[src/rtl/rvfi_monitor_pkg.sv]
// rvfi_monitor_pkg
// Shared definitions for the RVFI consistency monitor: error codes (numeric
// order doubles as reporting priority, lowest wins), the 32-bit opcodes that
// redirect control flow, and the legal-byte-mask classifier.
package rvfi_monitor_pkg;

  localparam logic [15:0] ERR_NONE     = 16'h0000;
  localparam logic [15:0] ERR_ORDER    = 16'h0101;
  localparam logic [15:0] ERR_PCCHAIN  = 16'h0102;
  localparam logic [15:0] ERR_PCALIGN  = 16'h0103;
  localparam logic [15:0] ERR_FALLTHRU = 16'h0104;
  localparam logic [15:0] ERR_RS1      = 16'h0201;
  localparam logic [15:0] ERR_RS2      = 16'h0202;
  localparam logic [15:0] ERR_X0READ   = 16'h0203;
  localparam logic [15:0] ERR_X0WRITE  = 16'h0204;
  localparam logic [15:0] ERR_RMASK    = 16'h0301;
  localparam logic [15:0] ERR_WMASK    = 16'h0302;
  localparam logic [15:0] ERR_BOTHMASK = 16'h0303;
  localparam logic [15:0] ERR_MADDR    = 16'h0304;

  localparam logic [6:0] OPC_JAL    = 7'h6F;
  localparam logic [6:0] OPC_JALR   = 7'h67;
  localparam logic [6:0] OPC_BRANCH = 7'h63;
  localparam logic [6:0] OPC_SYSTEM = 7'h73;

  // Byte, aligned halfword, or full word access patterns only.
  function automatic logic mask_legal(input logic [3:0] m);
    case (m)
      4'h0, 4'h1, 4'h2, 4'h4, 4'h8, 4'h3, 4'hC, 4'hF: mask_legal = 1'b1;
      default:                                        mask_legal = 1'b0;
    endcase
  endfunction

endpackage

[src/rtl/rvfi_shadow_regfile.sv]
// rvfi_shadow_regfile
// Shadow copy of the architectural integer register file as observed through
// RVFI writes. A valid bit per register records whether the value is known;
// only the valid bits are cleared by reset, the storage itself is not.
// Ports:
//   clk_i, rst_i             clock, asynchronous active-high reset
//   rs1_addr_i/rs2_addr_i    combinational read indices
//   rs1_data_o/rs2_data_o    shadow values
//   rs1_vld_o/rs2_vld_o      shadow value has been written since reset
//   we_i, wa_i, wd_i         write port (writes to x0 are dropped)
module rvfi_shadow_regfile (
  input  logic        clk_i,
  input  logic        rst_i,
  input  logic [4:0]  rs1_addr_i,
  output logic [31:0] rs1_data_o,
  output logic        rs1_vld_o,
  input  logic [4:0]  rs2_addr_i,
  output logic [31:0] rs2_data_o,
  output logic        rs2_vld_o,
  input  logic        we_i,
  input  logic [4:0]  wa_i,
  input  logic [31:0] wd_i
);

  logic [31:0] mem_q [32];
  logic [31:0] vld_q;
  logic        wr_en;

  assign wr_en = we_i && (wa_i != 5'd0);

  always_ff @(posedge clk_i or posedge rst_i) begin
    if (rst_i) begin
      vld_q <= '0;
    end else if (wr_en) begin
      vld_q[wa_i] <= 1'b1;
    end
  end

  always_ff @(posedge clk_i) begin
    if (wr_en) begin
      mem_q[wa_i] <= wd_i;
    end
  end

  assign rs1_data_o = mem_q[rs1_addr_i];
  assign rs1_vld_o  = vld_q[rs1_addr_i];
  assign rs2_data_o = mem_q[rs2_addr_i];
  assign rs2_vld_o  = vld_q[rs2_addr_i];

endmodule

[src/rtl/rvfi_monitor_rv32imc.sv]
// rvfi_monitor_rv32imc
// RVFI consistency checker for a single-retire RV32IMC core. Checks retire
// order, PC chaining/alignment, straight-line next-PC, register reads against
// a shadow register file, x0 behaviour and memory mask legality. The first
// violation is latched in errcode (sticky until reset).
// Ports:
//   clock, reset             clock, asynchronous active-high reset
//   rvfi_*                   RVFI retire interface of the observed core
//   errcode                  0 = clean, otherwise first error code
module rvfi_monitor_rv32imc
  import rvfi_monitor_pkg::*;
#(
  parameter bit CHECK_FALLTHRU = 1'b1
) (
  input  logic        clock,
  input  logic        reset,
  input  logic        rvfi_valid,
  input  logic [63:0] rvfi_order,
  input  logic [31:0] rvfi_insn,
  input  logic        rvfi_trap,
  input  logic        rvfi_halt,
  input  logic        rvfi_intr,
  input  logic [1:0]  rvfi_mode,
  input  logic [4:0]  rvfi_rs1_addr,
  input  logic [4:0]  rvfi_rs2_addr,
  input  logic [31:0] rvfi_rs1_rdata,
  input  logic [31:0] rvfi_rs2_rdata,
  input  logic [4:0]  rvfi_rd_addr,
  input  logic [31:0] rvfi_rd_wdata,
  input  logic [31:0] rvfi_pc_rdata,
  input  logic [31:0] rvfi_pc_wdata,
  input  logic [31:0] rvfi_mem_addr,
  input  logic [3:0]  rvfi_mem_rmask,
  input  logic [3:0]  rvfi_mem_wmask,
  input  logic [31:0] rvfi_mem_rdata,
  input  logic [31:0] rvfi_mem_wdata,
  input  logic        rvfi_mem_extamo,
  output logic [15:0] errcode
);

  logic [15:0] err_q, err_d;
  logic        halted_q, halted_d;
  logic        first_q, first_d;
  logic [63:0] exp_order_q, exp_order_d;
  logic [31:0] last_pc_q;

  logic        commit;
  logic [31:0] sh_rs1_data, sh_rs2_data;
  logic        sh_rs1_vld, sh_rs2_vld;
  logic [15:0] chk_code;

  // Mode and memory data are outside the scope of these checks.
  logic unused_sink;
  assign unused_sink = ^{rvfi_mode, rvfi_mem_rdata, rvfi_mem_wdata,
                         rvfi_insn[31:16], rvfi_insn[12:7]};

  // rvfi_halt in the same cycle as a retire already suppresses that retire.
  assign commit = rvfi_valid && !halted_q && !rvfi_halt;

  rvfi_shadow_regfile u_shadow (
    .clk_i      (clock),
    .rst_i      (reset),
    .rs1_addr_i (rvfi_rs1_addr),
    .rs1_data_o (sh_rs1_data),
    .rs1_vld_o  (sh_rs1_vld),
    .rs2_addr_i (rvfi_rs2_addr),
    .rs2_data_o (sh_rs2_data),
    .rs2_vld_o  (sh_rs2_vld),
    .we_i       (commit),
    .wa_i       (rvfi_rd_addr),
    .wd_i       (rvfi_rd_wdata)
  );

  // Straight-line next-PC classification. Control-flow ops are exempt.
  logic       is_rvc;
  logic [6:0] opcode;
  logic [2:0] c_f3;
  logic       ft_skip;
  logic       ft_bad;

  assign is_rvc = (rvfi_insn[1:0] != 2'b11);
  assign opcode = rvfi_insn[6:0];
  assign c_f3   = rvfi_insn[15:13];

  always_comb begin
    ft_skip = 1'b0;
    if (!is_rvc) begin
      ft_skip = (opcode == OPC_JAL) || (opcode == OPC_JALR) ||
                (opcode == OPC_BRANCH) || (opcode == OPC_SYSTEM);
    end else if (rvfi_insn[1:0] == 2'b01) begin
      ft_skip = (c_f3 == 3'b001) || (c_f3 == 3'b101) ||
                (c_f3 == 3'b110) || (c_f3 == 3'b111);
    end else if (rvfi_insn[1:0] == 2'b10) begin
      ft_skip = (c_f3 == 3'b100) && (rvfi_insn[6:2] == 5'd0);
    end
  end

  assign ft_bad = CHECK_FALLTHRU && !rvfi_intr && !ft_skip &&
                  (rvfi_pc_wdata != (rvfi_pc_rdata + (is_rvc ? 32'd2 : 32'd4)));

  // Priority chain in ascending code order so the lowest code is reported.
  // A trapped retire is only checked for order.
  always_comb begin
    chk_code = ERR_NONE;
    if (rvfi_order != exp_order_q) begin
      chk_code = ERR_ORDER;
    end else if (!rvfi_trap) begin
      if (!first_q && !rvfi_intr && (rvfi_pc_rdata != last_pc_q)) begin
        chk_code = ERR_PCCHAIN;
      end else if (rvfi_pc_wdata[0]) begin
        chk_code = ERR_PCALIGN;
      end else if (ft_bad) begin
        chk_code = ERR_FALLTHRU;
      end else if ((rvfi_rs1_addr != 5'd0) && sh_rs1_vld && (rvfi_rs1_rdata != sh_rs1_data)) begin
        chk_code = ERR_RS1;
      end else if ((rvfi_rs2_addr != 5'd0) && sh_rs2_vld && (rvfi_rs2_rdata != sh_rs2_data)) begin
        chk_code = ERR_RS2;
      end else if (((rvfi_rs1_addr == 5'd0) && (rvfi_rs1_rdata != 32'd0)) ||
                   ((rvfi_rs2_addr == 5'd0) && (rvfi_rs2_rdata != 32'd0))) begin
        chk_code = ERR_X0READ;
      end else if ((rvfi_rd_addr == 5'd0) && (rvfi_rd_wdata != 32'd0)) begin
        chk_code = ERR_X0WRITE;
      end else if (!mask_legal(rvfi_mem_rmask)) begin
        chk_code = ERR_RMASK;
      end else if (!mask_legal(rvfi_mem_wmask)) begin
        chk_code = ERR_WMASK;
      end else if ((rvfi_mem_rmask != 4'd0) && (rvfi_mem_wmask != 4'd0) && !rvfi_mem_extamo) begin
        chk_code = ERR_BOTHMASK;
      end else if (((rvfi_mem_rmask != 4'd0) || (rvfi_mem_wmask != 4'd0)) &&
                   (rvfi_mem_addr[1:0] != 2'b00)) begin
        chk_code = ERR_MADDR;
      end
    end
  end

  always_comb begin
    err_d       = err_q;
    halted_d    = halted_q | rvfi_halt;
    first_d     = first_q;
    exp_order_d = exp_order_q;
    if (commit) begin
      if (err_q == ERR_NONE) begin
        err_d = chk_code;
      end
      first_d     = 1'b0;
      exp_order_d = exp_order_q + 64'd1;
    end
  end

  always_ff @(posedge clock or posedge reset) begin
    if (reset) begin
      err_q       <= ERR_NONE;
      halted_q    <= 1'b0;
      first_q     <= 1'b1;
      exp_order_q <= '0;
    end else begin
      err_q       <= err_d;
      halted_q    <= halted_d;
      first_q     <= first_d;
      exp_order_q <= exp_order_d;
    end
  end

  // Only meaningful once first_q has cleared, so it needs no reset.
  always_ff @(posedge clock) begin
    if (commit) begin
      last_pc_q <= rvfi_pc_wdata;
    end
  end

  assign errcode = err_q;

endmodule

[config.mk]
export PLATFORM = sky130hd
export DESIGN_NAME = rvfi_monitor_rv32imc
export DESIGN_NICKNAME = d
export VERILOG_FILES = /design/src/rtl/rvfi_monitor_pkg.sv /design/src/rtl/rvfi_shadow_regfile.sv /design/src/rtl/rvfi_monitor_rv32imc.sv
export SDC_FILE = /design/constraint.sdc
export NUM_CORES = 2
export LEC_CHECK = 0
export BUFFER_PORTS_ARGS = -buffer_cell sky130_fd_sc_hd__buf_2
export CAP_MARGIN = 10
export CORE_ASPECT_RATIO = 1.4
export CORE_MARGIN = 1.5
export CORE_UTILIZATION = 40
export DETAILED_ROUTE_END_ITERATION = 12
export SYNTH_ARGS = -nofsm -noshare
export SYNTH_HDL_FRONTEND = slang
export SYNTH_SLANG_ARGS = --single-unit
[constraint.sdc]
create_clock -name clock -period 4.6 [get_ports clock]
set_input_delay 0.23 -clock clock [delete_from_list [all_inputs] [get_ports clock]]
set_output_delay 0.23 -clock clock [all_outputs]
set_load 0.02 [all_outputs]
# --- Yosys cells after proc, flatten, opt, wreduce, memory -nomap -nowiden ---
# Memories as Yosys holds them, arrays and structs flattened.
# Index checks and enable logic that the tools add are counted.
classes:
  addsub: 2
  magnitude_cmp: 4
  n_eq_ne: 17
  muxes: 44
  bitwise_logic: 2
  n_reduce_logical: 48
op_table:
  columns: ["cell", "count"]
  rows:
  - ["$mux 10", 13]
  - ["$ne 32x32->1", 4]
  - ["$reduce_bool 32->1", 3]
  - ["$add 64x1->64 const B", 1]
  - ["$ne 64x64->1", 1]
  - ["$add 32x3->32", 1]
  - ["$or 32x32->32", 1]
  - ["$eq 7x7->1 const B", 4]
  - ["$mux 1", 27]
  - ["$logic_not 5->1", 4]
  - ["$logic_and 1x1->1", 19]
  - ["$lt 5x6->1 const B", 3]
  - ["$logic_not 16->1", 1]
  - ["$reduce_bool 5->1", 3]
  - ["$eq 3x3->1 const B", 4]
  - ["$bmux 1 s5", 2]
  - ["$logic_or 1x1->1", 8]
  - ["$reduce_bool 4->1", 2]
  - ["$logic_not 1->1", 6]
  - ["$demux 1 s5", 1]
  - ["$ge 5x1->1 const B", 1]
  - ["$eq 3x1->1 const B", 1]
  - ["$mux 3", 1]
  - ["$eq 2x1->1 const B", 1]
  - ["5 further kinds", 5]
totals:
  ff_bits: 146
  mem_bits_rw: 1024
  mem_bits_ro: 32
  in_bits: 384
  out_inout_bits: 16
  word_cells: 126
  mem_count: 3
mem_list:
  columns: ["name", "depth", "word_bits", "rd", "rd_clocked_by_memory_dff", "wr", "line", "rtl"]
  rows:
  - ["u_shadow.mem_q", 32, 32, 2, 0, 1, "rvfi_shadow_regfile.sv:25", "logic [31:0] mem_q [32];"]
  - ["(no name shown)", 16, 1, 1, 0, 0, "rvfi_monitor_pkg.sv:28", "case (m)"]
  - ["(no name shown)", 16, 1, 1, 0, 0, "rvfi_monitor_pkg.sv:28", null]

# --- Longest topological paths before layout ---
depth:
  depth_word: 35
  mapped_depth: 16
  depth_no_buf: 13

# --- Modules after synthesis ---
# Synthesis repeated with hierarchy kept, for this count alone.
hier_totals:
  hier_cells: 4350
  area_unflattened_um2: 58279.6
by_module_without_submodules:
  columns: ["module", "instances", "cells_per_inst", "area_per_inst_um2", "seq_area_each_um2"]
  rows:
  - ["rvfi_shadow_regfile", 1, 3529, 50424.6, 31550.3]
  - ["rvfi_monitor_rv32imc", 1, 821, 7855.0, 2738.9]

# --- Least setup slack after synthesis ---
# OpenSTA, ideal clock, no wires.
synth_timing:
  path_type: "reg2reg"
  from: "register halted_q"
  to: "memory u_shadow.mem_q[20][0], enable pin"
  setup_time_ps: 462
  arrival_ps: 4493
  required_time_ps: 4138
  setup_slack_ps: -356
  path_stages_with_launch: 5
  path_buffers: 1
  period_less_slack_ps: 4956
  cell_sequence: "dfrtp_1 > nor3b_1 > clkbuf_1 > nand4b_1 > nor3_1"
synth_between:
  elab_chain_len: 6
synth_rtl:
  columns: ["element", "line", "rtl"]
  rows:
  - ["start: declaration", "rvfi_monitor_rv32imc.sv:42", "logic halted_q, halted_d;"]
  - ["start signal: assignment", "rvfi_monitor_rv32imc.sv:158", "halted_q <= halted_d;"]
  - ["$logic_not 1->1", "rvfi_monitor_rv32imc.sv:58", "assign commit = rvfi_valid && !halted_q && !rvfi_halt;"]
  - ["$logic_and 1x1->1 (2 in series)", "rvfi_monitor_rv32imc.sv:58", null]
  - ["via commit", "rvfi_monitor_rv32imc.sv:47", "logic commit;"]
  - ["$logic_and 1x1->1", "rvfi_shadow_regfile.sv:29", "assign wr_en = we_i && (wa_i != 5'd0);"]
  - ["$mux 1", "rvfi_shadow_regfile.sv:40", "if (wr_en) begin"]
  - ["$mux 1 (not written as such)", "rvfi_shadow_regfile.sv:41", "mem_q[wa_i] <= wd_i;"]
  - ["end: declaration", "rvfi_shadow_regfile.sv:25", null]
# The timed path passes the listed nets, and every way through them passes these cells.

==> flow_metrics.tcl <==
set metrics [dict create \
    power.leakage_uw 0.02308 \
    dp_cells 5681 \
    fin_worst_skew_ns 0.01837 \
    worst_path_max_delay_cell "a221oi_1" \
    cts_made_buffers 112 \
    synth-simple-area-share_pct 6.260 \
    crit_top_cell "a31oi_1" \
    vias_per_cell 6.424 \
    dieArea_sq_mm 0.1452 \
    period_minus_slack_ns 3.881 \
    first_pass_iters 6 \
    clock_latency_ns 0.74 \
    grt_pass1_vias 37594 \
    grt-ovfl-total 0 \
    synth_compound_area_share_pct 5.003 \
    worstSetupPathType "register to register" \
    slew_viol_final 0 \
    status "finished clean" \
    yosys.area_share.xor_xnor_pct 4.000 \
    io_pins 400 \
    cts_tree "yes" \
    synth_edf_count 1056 \
    clockBufferDepth 3 \
    grt_first_pass_wirelength_um 293400 \
    via_count 38274 \
    crit_buf_inv 0 \
    worstMarginPinSlew_ns 1.406 \
    route.detailed.drc 0 \
    hold_viol_final 0 \
    drive_gt1_share_pct 30.20 \
    synth_ff_type "edfxtp_1" \
    power_density_mw_per_mm2 355.5 \
    cts_sinks 1158 \
    ys_ff_latch 1158 \
    avgSynthCellArea_sq_um 16.53 \
    core.rowCount 163 \
    synthAdderAreaFrac_pct 0.1051 \
    finalPower_uw 23660 \
    io_buffers 270 \
    ctsHtreeMaxLevel 3 \
    start_util_pct 40.43 \
    hp-class "input pin to register" \
    grt.total_usage_pct 29.39 \
    ys_types 89 \
    path_clk_slew_ns 0.06 \
    finalNonFillerCells 5958 \
    path_cells "mux4_2, a22o_1, a221oi_1, a31oi_1, nor4_1, nand4_1, nor4b_1, a31oi_1, a211o_1, o31ai_1" \
    wl_um 216500 \
    ant_nets 0 \
    post_cts_resized 0 \
    slew_headroom_pct 5.391 \
    synth-warning-count 0 \
    die_x_um 322.4 \
    async_flop_share_pct 8.808 \
    grt_max_degree 69 \
    cts_setup_buffers 0 \
    fin_nets 4339 \
    critPathLaunch "u_shadow.mem_q[26][23]" \
    critPathTopFamily "compound AO/OA/AOI/OAI gates" \
    gp_congestion 0.9784 \
    r2r-start "u_shadow.mem_q[26][23]" \
    post-route-period-util_pct 84.36 \
    core_sq_mm 0.1413 \
    post-dp-hpwl_um 145000 \
    cp_max_fo 2 \
    rsz0062_at_grt "false" \
    synth-seq-area-share_pct 59.96 \
    crit_required_ns 5.25 \
    slowest_delay_ns 0.55 \
    fin_area_sq_mm 0.06656 \
    syn2layout_area_growth_pct 16.47 \
    routedWlPerCell_um 36.33 \
    crit_path_end_kind "register" \
    min_from "rvfi_mem_addr[1]" \
    placed_area_sq_mm 0.06220 \
    synth_top_family_by_area "multiplexers" \
    setup_viol 0 \
    muxShareOfSynthArea_pct 22.20 \
    first_iter_violations 4768 \
    antenna_found_initial 28 \
    arrival_ns 4.53 \
    syn_area_sq_mm 0.05714 \
    cts-root-buf "clkbuf_16" \
    ir_worst_vdd_mv 0.3041 \
    cp-start-kind "register" \
    synth_cells 3458 \
    dieHeight_um 450.2 \
    max_cap_viol_count 0 \
    fmax_mhz 257.7 \
]
flip-flops by register name, summed over array words and instances, names as in the netlist:
| register | cells |
|---|---|
| exp_order_q | 64 |
| errcode | 5 |
| u_shadow.vld_q | 31 |
| halted_q | 1 |
| last_pc_q | 32 |
| u_shadow.mem_q | 1024 |
| first_q | 1 |
power breakdown:
group	internal, uW	switching (uW)	total [uW]
clock network	5500	4180	9680
registers	11500	19.8	11500
logic	951	1500	2450
worst paths after layout:
kind                                      endpoint  slack (ns)  cells past startpoint
worst max-delay path                    errcode[1]        0.72                     10
worst min-delay path                    errcode[9]        0.04                      4
worst max register to register          errcode[1]        0.72                     10
worst min register to register  u_shadow.vld_q[30]        0.49                      1
max in group asynchronous                  first_q        3.33                      4
min in group asynchronous          exp_order_q[37]        0.22                      3
per-layer routing:
metal | global-route usage, % | share of wire (%)
met5 | 0 | 0.076
met4 | 18.86 | 7.6
met3 | 6.959 | 10
met2 | 47.79 | 47
met1 | 34.90 | 35
logic make-up after synthesis:
logic type / count (synthesis)
AO/OA/AOI/OAI: 398
AND/OR/NAND/NOR: 651
adder cells (fa/ha/maj): 5
XOR/XNOR: 261
buffers and inverters: 243
flip-flops: 1158
multiplexers: 741
other: 1
cell type report:
class | instances | area [sq um]
Antenna cell | 12 | 30.03
Clock buffer | 130 | 2913
Clock inverter | 82 | 885.9
Fill cell | 12209 | 74780
Inverter | 23 | 88.84
Multi-Input combinational cell | 2099 | 21900
Sequential cell | 1158 | 34260
Tap cell | 1897 | 2374
Timing Repair Buffer | 557 | 4105
repair_timing:
action,in CTS,in global routing
hold endpoints to repair,581,0
hold buffers,51,0
endpoints found under the setup margin,0,0
placed cells by master (no fill, tap or decap), types with 22 or more instances in the layout:
cell / instances
clkbuf_16: 114
conb_1: 43
and3_1: 23
o22ai_1: 46
a221oi_1: 28
edfxtp_1: 1056
nand2_1: 115
mux2i_1: 294
clkinv_1: 23
mux4_2: 418
xor2_1: 129
dfrtp_1: 101
xnor2_1: 132
clkinv_2: 22
nor4_1: 66
buf_2: 263
nor2_4: 32
nand4_1: 61
buf_12: 33
buf_4: 203
o21ai_0: 38
or2_2: 34
nor2b_1: 26
nand3_1: 77
a22oi_1: 108
dlygate4sd3_1: 51
a21oi_1: 45
mux2_2: 28
nor2_1: 74
cell usage after synthesis, types with 16 or more instances:
library cell | n | area (sq um)
a21oi_1 | 45 | 225.2
a221oi_1 | 28 | 245.2
a22o_1 | 17 | 148.9
a22oi_1 | 108 | 810.8
a31oi_1 | 16 | 100.1
and3_1 | 23 | 143.9
buf_1 | 22 | 82.58
buf_2 | 53 | 265.3
buf_4 | 49 | 367.9
buf_6 | 33 | 371.6
clkbuf_1 | 63 | 236.5
dfrtp_1 | 101 | 2527
edfxtp_1 | 1056 | 31710
inv_1 | 21 | 78.83
mux2_2 | 28 | 315.3
mux2i_1 | 294 | 2943
mux4_2 | 418 | 9414
nand2_1 | 115 | 431.7
nand2b_1 | 17 | 106.4
nand3_1 | 77 | 385.4
nand4_1 | 61 | 381.6
nor2_1 | 105 | 394.1
nor2b_1 | 30 | 187.7
nor3_1 | 22 | 110.1
nor4_1 | 66 | 412.9
o21ai_0 | 38 | 190.2
o22ai_1 | 46 | 287.8
or2_2 | 34 | 212.7
xnor2_1 | 132 | 1156
xor2_1 | 129 | 1130
worst reg2reg max path, delay by kind of cell (launching register included):
kind / cells / cell delay [ns]
and+or+nand+nor: 3 / 1.05
muxes: 1 / 0.47
DFF: 1 / 0.39
AOI/OAI and AO/OA: 6 / 1.86
per-stage QoR:
step	hold WS [ns]	setup TNS (ns)	worst slack (ns)	utilization, %
after floorplan	0.3257	0	0.4387	-
after global placement	0.4379	-0.1178	-0.05975	44.01
after detailed placement	0.4416	-0.1564	-0.08459	44.01
after CTS	0.002150	0	0.6701	47.06
after global routing	0.05144	0	0.5676	47.08
final	0.03744	0	0.7192	47.09
Note: power is estimated with default switching activity, not from simulation.
